## config.mk

```make
export PLATFORM = sky130hd
export DESIGN_NAME = piso_tx_arbiter_controller_flat
export DESIGN_NICKNAME = d
export VERILOG_FILES = /design/src/rtl/piso_tx_arbiter_controller_if.sv /design/src/rtl/piso_tx_arbiter_controller.sv /design/src/flat_wrapper.sv
export SDC_FILE = /design/constraint.sdc
export NUM_CORES = 1
export LEC_CHECK = 0
export CAP_MARGIN = 20
export CELL_PAD_IN_SITES_DETAIL_PLACEMENT = 2
export CELL_PAD_IN_SITES_GLOBAL_PLACEMENT = 2
export CORE_UTILIZATION = 21
export CTS_BUF_LIST = sky130_fd_sc_hd__clkbuf_16
export CTS_CLUSTER_SIZE = 10
export DETAILED_ROUTE_END_ITERATION = 8
export HOLD_SLACK_MARGIN = 0.03
export PLACE_DENSITY_LB_ADDON = 0.1
export SYNTH_ARGS = -nofsm -noshare
export SYNTH_HDL_FRONTEND = slang
export SYNTH_SLANG_ARGS = --single-unit
```

## constraint.sdc

```tcl
create_clock -name Clk_In -period 1.36 [get_ports Clk_In]
set_clock_uncertainty 0.1 [all_clocks]
set_input_delay 0.34 -clock Clk_In [delete_from_list [all_inputs] [get_ports Clk_In]]
set_output_delay 0.34 -clock Clk_In [all_outputs]
set_load 0.02 [all_outputs]
```

## src/rtl/piso_tx_arbiter_controller_if.sv

```systemverilog
// Requester/PISO-side signal bundle for the PISO transmit arbiter controller.
interface piso_tx_arbiter_controller_if #(
    parameter int DATA_WIDTH = 8
);
    logic [1:0]            Req_In;
    logic [DATA_WIDTH-1:0] Data0_In;
    logic [DATA_WIDTH-1:0] Data1_In;
    logic [1:0]            Ack_Out;
    logic                  Load_Shiftb_Out;
    logic [DATA_WIDTH-1:0] Parallel_Data_Out;
    logic                  Serial_Valid_Out;
    logic                  Frame_Start_Out;
    logic                  Grant_Id_Out;
    logic                  Busy_Out;

    // requesters drive requests and data, observe handshake and PISO controls
    modport master (
        output Req_In, Data0_In, Data1_In,
        input  Ack_Out, Load_Shiftb_Out, Parallel_Data_Out,
        input  Serial_Valid_Out, Frame_Start_Out, Grant_Id_Out, Busy_Out
    );

    // controller side
    modport slave (
        input  Req_In, Data0_In, Data1_In,
        output Ack_Out, Load_Shiftb_Out, Parallel_Data_Out,
        output Serial_Valid_Out, Frame_Start_Out, Grant_Id_Out, Busy_Out
    );
endinterface

```

## src/rtl/piso_tx_arbiter_controller.sv

```systemverilog
// Round-robin arbiter and load/shift sequencer for an external PISO.
// Frame: IDLE (arbitrate) -> LOAD (1) -> SHIFT (DATA_WIDTH) -> GAP (GAP_CYCLES) -> IDLE.
module piso_tx_arbiter_controller #(
    parameter int DATA_WIDTH = 8,
    parameter int GAP_CYCLES = 1
) (
    input  logic                          Clk_In,
    input  logic                          Reset_In,
    piso_tx_arbiter_controller_if.slave   bus
);
    localparam logic [1:0] ST_IDLE  = 2'd0;
    localparam logic [1:0] ST_LOAD  = 2'd1;
    localparam logic [1:0] ST_SHIFT = 2'd2;
    localparam logic [1:0] ST_GAP   = 2'd3;

    localparam int CW = (DATA_WIDTH > 1) ? $clog2(DATA_WIDTH) : 1;
    localparam int GW = (GAP_CYCLES > 1) ? $clog2(GAP_CYCLES) : 1;
    localparam logic [CW-1:0] BIT_LAST = CW'(DATA_WIDTH - 1);
    // GAP_CYCLES=0 never enters GAP; clamp so the constant stays non-negative
    localparam logic [GW-1:0] GAP_LAST = GW'((GAP_CYCLES > 0) ? GAP_CYCLES - 1 : 0);

    logic [1:0]            state;
    logic [CW-1:0]         bit_cnt;
    logic [GW-1:0]         gap_cnt;
    logic                  rr_prio;   // requester holding priority on a tie
    logic                  grant_id;
    logic [DATA_WIDTH-1:0] pdata;
    logic                  win;

    // winner: a lone requester wins outright, a tie goes to the priority holder
    always_comb begin
        win = rr_prio;
        if (bus.Req_In == 2'b01)
            win = 1'b0;
        else if (bus.Req_In == 2'b10)
            win = 1'b1;
    end

    // frame sequencer, bit/gap counters and captured grant
    always_ff @(posedge Clk_In) begin
        if (Reset_In) begin
            state    <= ST_IDLE;
            bit_cnt  <= '0;
            gap_cnt  <= '0;
            rr_prio  <= 1'b0;
            grant_id <= 1'b0;
            pdata    <= '0;
        end else begin
            case (state)
                ST_IDLE: begin
                    if (|bus.Req_In) begin
                        grant_id <= win;
                        pdata    <= win ? bus.Data1_In : bus.Data0_In;
                        rr_prio  <= ~win;
                        state    <= ST_LOAD;
                    end
                end
                ST_LOAD: begin
                    bit_cnt <= BIT_LAST;
                    state   <= ST_SHIFT;
                end
                ST_SHIFT: begin
                    if (bit_cnt == '0) begin
                        if (GAP_CYCLES > 0) begin
                            gap_cnt <= GAP_LAST;
                            state   <= ST_GAP;
                        end else begin
                            state   <= ST_IDLE;
                        end
                    end else begin
                        bit_cnt <= bit_cnt - 1'b1;
                    end
                end
                ST_GAP: begin
                    if (gap_cnt == '0)
                        state <= ST_IDLE;
                    else
                        gap_cnt <= gap_cnt - 1'b1;
                end
                default: state <= ST_IDLE;
            endcase
        end
    end

    // outputs decode from registered state only; nothing combinational from Req_In
    assign bus.Ack_Out           = (state == ST_LOAD) ? (grant_id ? 2'b10 : 2'b01) : 2'b00;
    assign bus.Load_Shiftb_Out   = (state == ST_LOAD);
    assign bus.Serial_Valid_Out  = (state == ST_SHIFT);
    assign bus.Frame_Start_Out   = (state == ST_SHIFT) && (bit_cnt == BIT_LAST);
    assign bus.Busy_Out          = (state != ST_IDLE);
    assign bus.Grant_Id_Out      = grant_id;
    assign bus.Parallel_Data_Out = pdata;

endmodule
```

## src/flat_wrapper.sv

```systemverilog
// flat-port wrapper written by rule: the top's interface ports become plain ports
module piso_tx_arbiter_controller_flat 
#(
    parameter int DATA_WIDTH = 8,
    parameter int GAP_CYCLES = 1
)
  (Clk_In, Reset_In, bus_Req_In, bus_Data0_In, bus_Data1_In, bus_Ack_Out, bus_Load_Shiftb_Out, bus_Parallel_Data_Out, bus_Serial_Valid_Out, bus_Frame_Start_Out, bus_Grant_Id_Out, bus_Busy_Out);
  piso_tx_arbiter_controller_if #(.DATA_WIDTH(DATA_WIDTH)) bus_i ();
  input  logic Clk_In;
  input  logic Reset_In;
  input wire logic [$bits(bus_i.Req_In)-1:0] bus_Req_In;
  input wire logic [$bits(bus_i.Data0_In)-1:0] bus_Data0_In;
  input wire logic [$bits(bus_i.Data1_In)-1:0] bus_Data1_In;
  output wire logic [$bits(bus_i.Ack_Out)-1:0] bus_Ack_Out;
  output wire logic [$bits(bus_i.Load_Shiftb_Out)-1:0] bus_Load_Shiftb_Out;
  output wire logic [$bits(bus_i.Parallel_Data_Out)-1:0] bus_Parallel_Data_Out;
  output wire logic [$bits(bus_i.Serial_Valid_Out)-1:0] bus_Serial_Valid_Out;
  output wire logic [$bits(bus_i.Frame_Start_Out)-1:0] bus_Frame_Start_Out;
  output wire logic [$bits(bus_i.Grant_Id_Out)-1:0] bus_Grant_Id_Out;
  output wire logic [$bits(bus_i.Busy_Out)-1:0] bus_Busy_Out;
  assign bus_i.Req_In = bus_Req_In;
  assign bus_i.Data0_In = bus_Data0_In;
  assign bus_i.Data1_In = bus_Data1_In;
  assign bus_Ack_Out = bus_i.Ack_Out;
  assign bus_Load_Shiftb_Out = bus_i.Load_Shiftb_Out;
  assign bus_Parallel_Data_Out = bus_i.Parallel_Data_Out;
  assign bus_Serial_Valid_Out = bus_i.Serial_Valid_Out;
  assign bus_Frame_Start_Out = bus_i.Frame_Start_Out;
  assign bus_Grant_Id_Out = bus_i.Grant_Id_Out;
  assign bus_Busy_Out = bus_i.Busy_Out;
  piso_tx_arbiter_controller #(.DATA_WIDTH(DATA_WIDTH), .GAP_CYCLES(GAP_CYCLES)) u_core (.Clk_In(Clk_In), .Reset_In(Reset_In), .bus(bus_i));
endmodule
```

-- Word level (Yosys, flattened, before mapping)
Cells that the tools add are included.
- eq/ne operators: 10
- add/subtract/negate cells: 2
- bitwise gates (word level): 1
- muxes and demuxes: 14
- reductions and logical operators: 11
- operator list (kind ; number):
    $mux W2 ; 5
    $mux W8 ; 1
    $pmux W2 S4 ; 1
    $eq A2 B2 Y1 const B ; 3
    $pmux W3 S2 ; 1
    $reduce_and A2 Y1 ; 3
    $reduce_bool A2 Y1 ; 3
    $eq A2 B1 Y1 const B ; 2
    $mux W1 ; 4
    $ne A2 B1 Y1 const B ; 2
    $ne A2 B2 Y1 const B ; 2
    $eq A3 B3 Y1 const B ; 1
    $logic_not A3 Y1 ; 1
    $mux W3 ; 1
    $reduce_and A3 Y1 ; 1
    $sub A3 B1 Y3 const B ; 1
    $logic_not A2 Y1 ; 1
    $pmux W1 S2 ; 1
    $reduce_or A2 Y1 ; 1
    $logic_and A1 B1 Y1 ; 1
    $not A1 Y1 ; 1
    $sub A1 B1 Y1 const B ; 1
- logic and storage cells: 44
- flip-flop bits (word level): 16
- input port bits: 20

-- Depth between registers and ports, before layout
- depth after elaboration: 4
- gate-level depth with buffers: 6
- mapped depth without buffers: 5

-- Least setup slack after synthesis
Ideal clock, no wire load.
- path type: flip-flop to output port
- start point: register u_core.state[0]
- end point: output bus_Frame_Start_Out
- buffers on the path: 1
- stages on the path, launching flop included: 5
- required time: 920 ps
- setup slack: -216 ps
- arrival: 1136 ps
- cells stage by stage: dfxtp_1 inv_1 ha_1 buf_2 and3_1
- longest elaborated chain between the ends: 2
- RTL lines (what ; line ; source):
    from (decl) ; piso_tx_arbiter_controller.sv:22 ; logic [1:0] state;
    from (signal assigned) ; piso_tx_arbiter_controller.sv:42 ; state <= ST_IDLE;
    from (signal assigned) ; piso_tx_arbiter_controller.sv:55 ; state <= ST_LOAD;
    from (signal assigned) ; piso_tx_arbiter_controller.sv:60 ; state <= ST_SHIFT;
    $eq A2 B2 Y1 ; -- ;
    named net bus_Serial_Valid_Out ; flat_wrapper.sv:17 ; output wire logic [$bits(bus_i.Serial_Valid_Out)-1:0] bus_Serial_Valid_Out;
    $logic_and A1 B1 Y1 ; piso_tx_arbiter_controller.sv:89 ; assign bus.Frame_Start_Out = (state == ST_SHIFT) && (bit_cnt == BIT_LAST);
    to (decl) ; flat_wrapper.sv:18 ; output wire logic [$bits(bus_i.Frame_Start_Out)-1:0] bus_Frame_Start_Out;
The timed path passes the listed nets, and every way through them passes these cells.

-- Worst setup path in the final report
- start point: register u_core.state[0]
- end point: output bus_Frame_Start_Out
- longest elaborated chain between the ends: 2
- RTL lines (what ; line):
    $eq A2 B2 Y1 ; piso_tx_arbiter_controller.sv:89
    $logic_and A1 B1 Y1 ; piso_tx_arbiter_controller.sv:89
No other way between the ends.

==> summary.txt <==
Clocking
  – CTS tree: built
  – Root Driver: clkbuf_16
  – Clk_lat worst skew: around 0.25 ns
  – Clock transition at path regs: about 0.050 ns
  – Clk sinks: 15
  – TritonCTS buffer count: 3
  – Clk buf depth: 2
  – H-Tree Level Count: 1

Timing
  – Worst slew pin tran: approximately 0.36 ns
  – Max Freq: about 640 MHz
  – Final setup vio count: 19
  – Max-slew headroom: 0.758
  – Crit path time final: around 1.6 ns
  – Max-slew violation count: 0
  – Final Worst Setup Slack: -0.194 ns
  – Unrepaired setup endpoints after global routing: yes
  – Setup tns final: -2.35 ns
  – Period utilisation layout: 1.14
  – Final hold violations: 0

Setup path
  – CP Launch Type: register
  – Critical setup path kind: register to output port
  – Largest stage delay, worst path: between 0.3 and 0.4 ns
  – CP max FO: 3
  – Critical path's top delay family: flip-flops
  – Worst setup EP type: output port
  – Worst Path Required: between 0.9 and 1 ns
  – R2r startpoint: u_core.state[0]
  – Slowest-stage cell, CP: dfxtp_4
  – Arr. time, crit path: about 1.1 ns
  – WP buf/inv: 2
  – Crit path cell chain: inv_4 -> ha_4 -> and3_4 -> buf_6
  – Critical Path Start: u_core.state[0]

Placed design
  – Placer Congestion: 0.862
  – Inst Count DP: roughly 180
  – DP Area: about 1400 µm²
  – PortBufs: 34
  – Post-DP HPWL: about 2100 µm

GRT
  – First-pass GRT wire length: about 5100 µm
  – Total Routing Usage GR: 0.167
  – Largest net degree at the start of global routing: 12
  – Number of global-route vias before repair: 1028
  – Initial antenna violation count: 0
  – Total gr overflow: 0

Route
  – Post-route antenna net violation count: 0
  – Starting DRT DRC Count: 13
  – Drt first pass iters: 3
  – Via-per-instance ratio: 4.65
  – Final wirelength: just over 3000 µm
  – Residual DRC count: 0
  – Per-cell routed wire length: between 15 and 20 µm
  – Via Count: 860

Finish
  – Share of layout cells above drive strength 1: 0.525
  – Register Area: approximately 310 µm²
  – Layout Cells excl Fill: roughly 190
  – Fill cell count: ~350
  – Antenna cells: 0
  – Multi-input logic area: 586 µm²
  – Layout Nets: 166
  – Area Overhead vs Synth: 114%
  – Design Area, Final: about 1600 µm²

Yosys
  – Cell accounting for the most synthesized area: dfxtp_1
  – Ys Warns: 0
  – Sequential-to-total area share from yosys stat: 0.390
  – Post-Syn Nets: between 100 and 150
  – Top post-synthesis cells by count: dfxtp_1, a221o_1, nor3b_1
  – Distinct cell type count after synthesis: 24
  – Synth top area share: 0.390
  – Top-count cell post-synth: dfxtp_1
  – Main synth FF type: dfxtp_1
  – Yosys reg bits: 15
  – Ranking of synthesized cells by area: dfxtp_1, a221o_1, ha_1, nor3b_1, a311oi_1
  – FFs w/ async S/R, synth: 0
  – Synthesized area: around 770 µm²
  – Mean Syn Cell Area: about 10 µm²
  – EDFF count, synth: 0
  – Cells after Synth: slightly below 80

Power and ir drop
  – Power, Total: 3.26 mW
  – Static leakage: between 0.6 and 0.7 nW
  – PwrDens: ~2000 nW/µm²
  – VDD IR-drop max: just over 0.9 mV

Floorplan
  – Ports: 35
  – CORE AREA: roughly 3400 µm²
  – Die X: between 60 and 70 µm
  – Die ar.: slightly below 4000 µm²
  – Initial Utilization: 0.226
  – # rows: 21
  – Die Span Y: about 63 µm

Hold path
  – Hold_sp: u_core.rr_prio
  – Min-delay worst type: register to register

Status
  – Failing checks: setup timing
  – Status: finished with violations

Job
  – Max Cap Violations: 0
==> flip-flops by register name, indices dropped and copies added, names as in the netlist <==
| signal | count |
|---|---|
| u_core.bus.Grant_Id_Out | 1 |
| u_core.bus.Parallel_Data_Out | 8 |
| u_core.rr_prio | 1 |
| u_core.bit_cnt | 3 |
| u_core.state | 2 |
==> kinds of logic (layout without fill, tap and decap cells) <==
group / count (synthesis) / count (layout) / synth area share
adders and majority gates: 6 / 6 / 0.0974
muxes: 1 / 1 / 0.0130
DFF: 15 / 15 / 0.390
and+or+nand+nor: 24 / 24 / 0.193
buffers and inverters: 10 / 72 / 0.0552
AOI/OAI and AO/OA: 21 / 21 / 0.252
==> final timing paths <==
| check | endpoint | slack (ns) | cells after the start |
|---|---|---|---|
| min reg2reg | u_core.rr_prio | 0.41 | 1 |
| max reg2reg | u_core.bus.Parallel_Data_Out[7] | -0.16 | 7 |
| min | u_core.rr_prio | 0.41 | 1 |
| max | bus_Frame_Start_Out | -0.19 | 4 |
==> timing repair <==
action                                  CTS  global route
resized for setup                        82            20
pin swaps                                 9            16
endpoints found under the setup margin   29            28
buffers inserted                          6             2
hold buffers                              0             0
==> routing by layer <==
metal | routed length (µm) | up-vias | track usage
li1 | - | 410 | -
met1 | 1210 | 430 | 0.177
met2 | 1760 | 15 | 0.326
met3 | 79 | 5 | 0.0328
met4 | 38 | 0 | 0.0523
met5 | 0 | - | 0
==> area by class of cell <==
| class | instances | share of cell area |
|---|---|---|
| Clock buffer | 3 | 0.0456 |
| Clock inverter | 1 | 0.00228 |
| Inverter | 6 | 0.0167 |
| Multi-Input combinational cell | 52 | 0.356 |
| Sequential cell | 15 | 0.190 |
| Tap cell | 46 | 0.0350 |
| Timing Repair Buffer | 62 | 0.355 |
==> metrics by stage <==
stage	worst slack [ns]	hold WS [ns]	utilization
4_1_cts	-0.206	0.447	0.466
5_1_grt	-0.223	0.423	0.482
6_report	-0.194	0.414	0.482
2_1_floorplan	-0.0154	0.354	-
3_3_place_gp	-0.428	0.374	0.402
3_5_place_dp	-0.482	0.406	0.402
==> power breakdown <==
| part | internal [mW] | switching (mW) |
|---|---|---|
| Sequential | 0.608 | 0.125 |
| Clock | 0.390 | 0.187 |
| Combinational | 1.05 | 0.900 |
| Total | 2.05 | 1.21 |
==> worst register-to-register path: cells and delay by family (launching register included) <==
family | cells | cell delay [ns]
and+or+nand+nor | 1 | 0.07
AOI/OAI and AO/OA | 2 | 0.37
DFF | 1 | 0.38
buffers and inverters | 3 | 0.32
adders and majority gates | 1 | 0.16
==> placed cells by master (no fill, tap or decap), drive strengths merged, types with 2 or more instances in the layout <==
cell type	n
buf	35
clkdlybuf4s50	16
dfxtp	15
nor3b	8
a221o	8
inv	7
nand2	6
ha	6
clkdlybuf4s15	5
clkbuf	5
dlygate4sd2	4
nor2	3
a311oi	3
a211oi	3
nor2b	2
a21oi	2
Power figures use the tool's default switching activity.
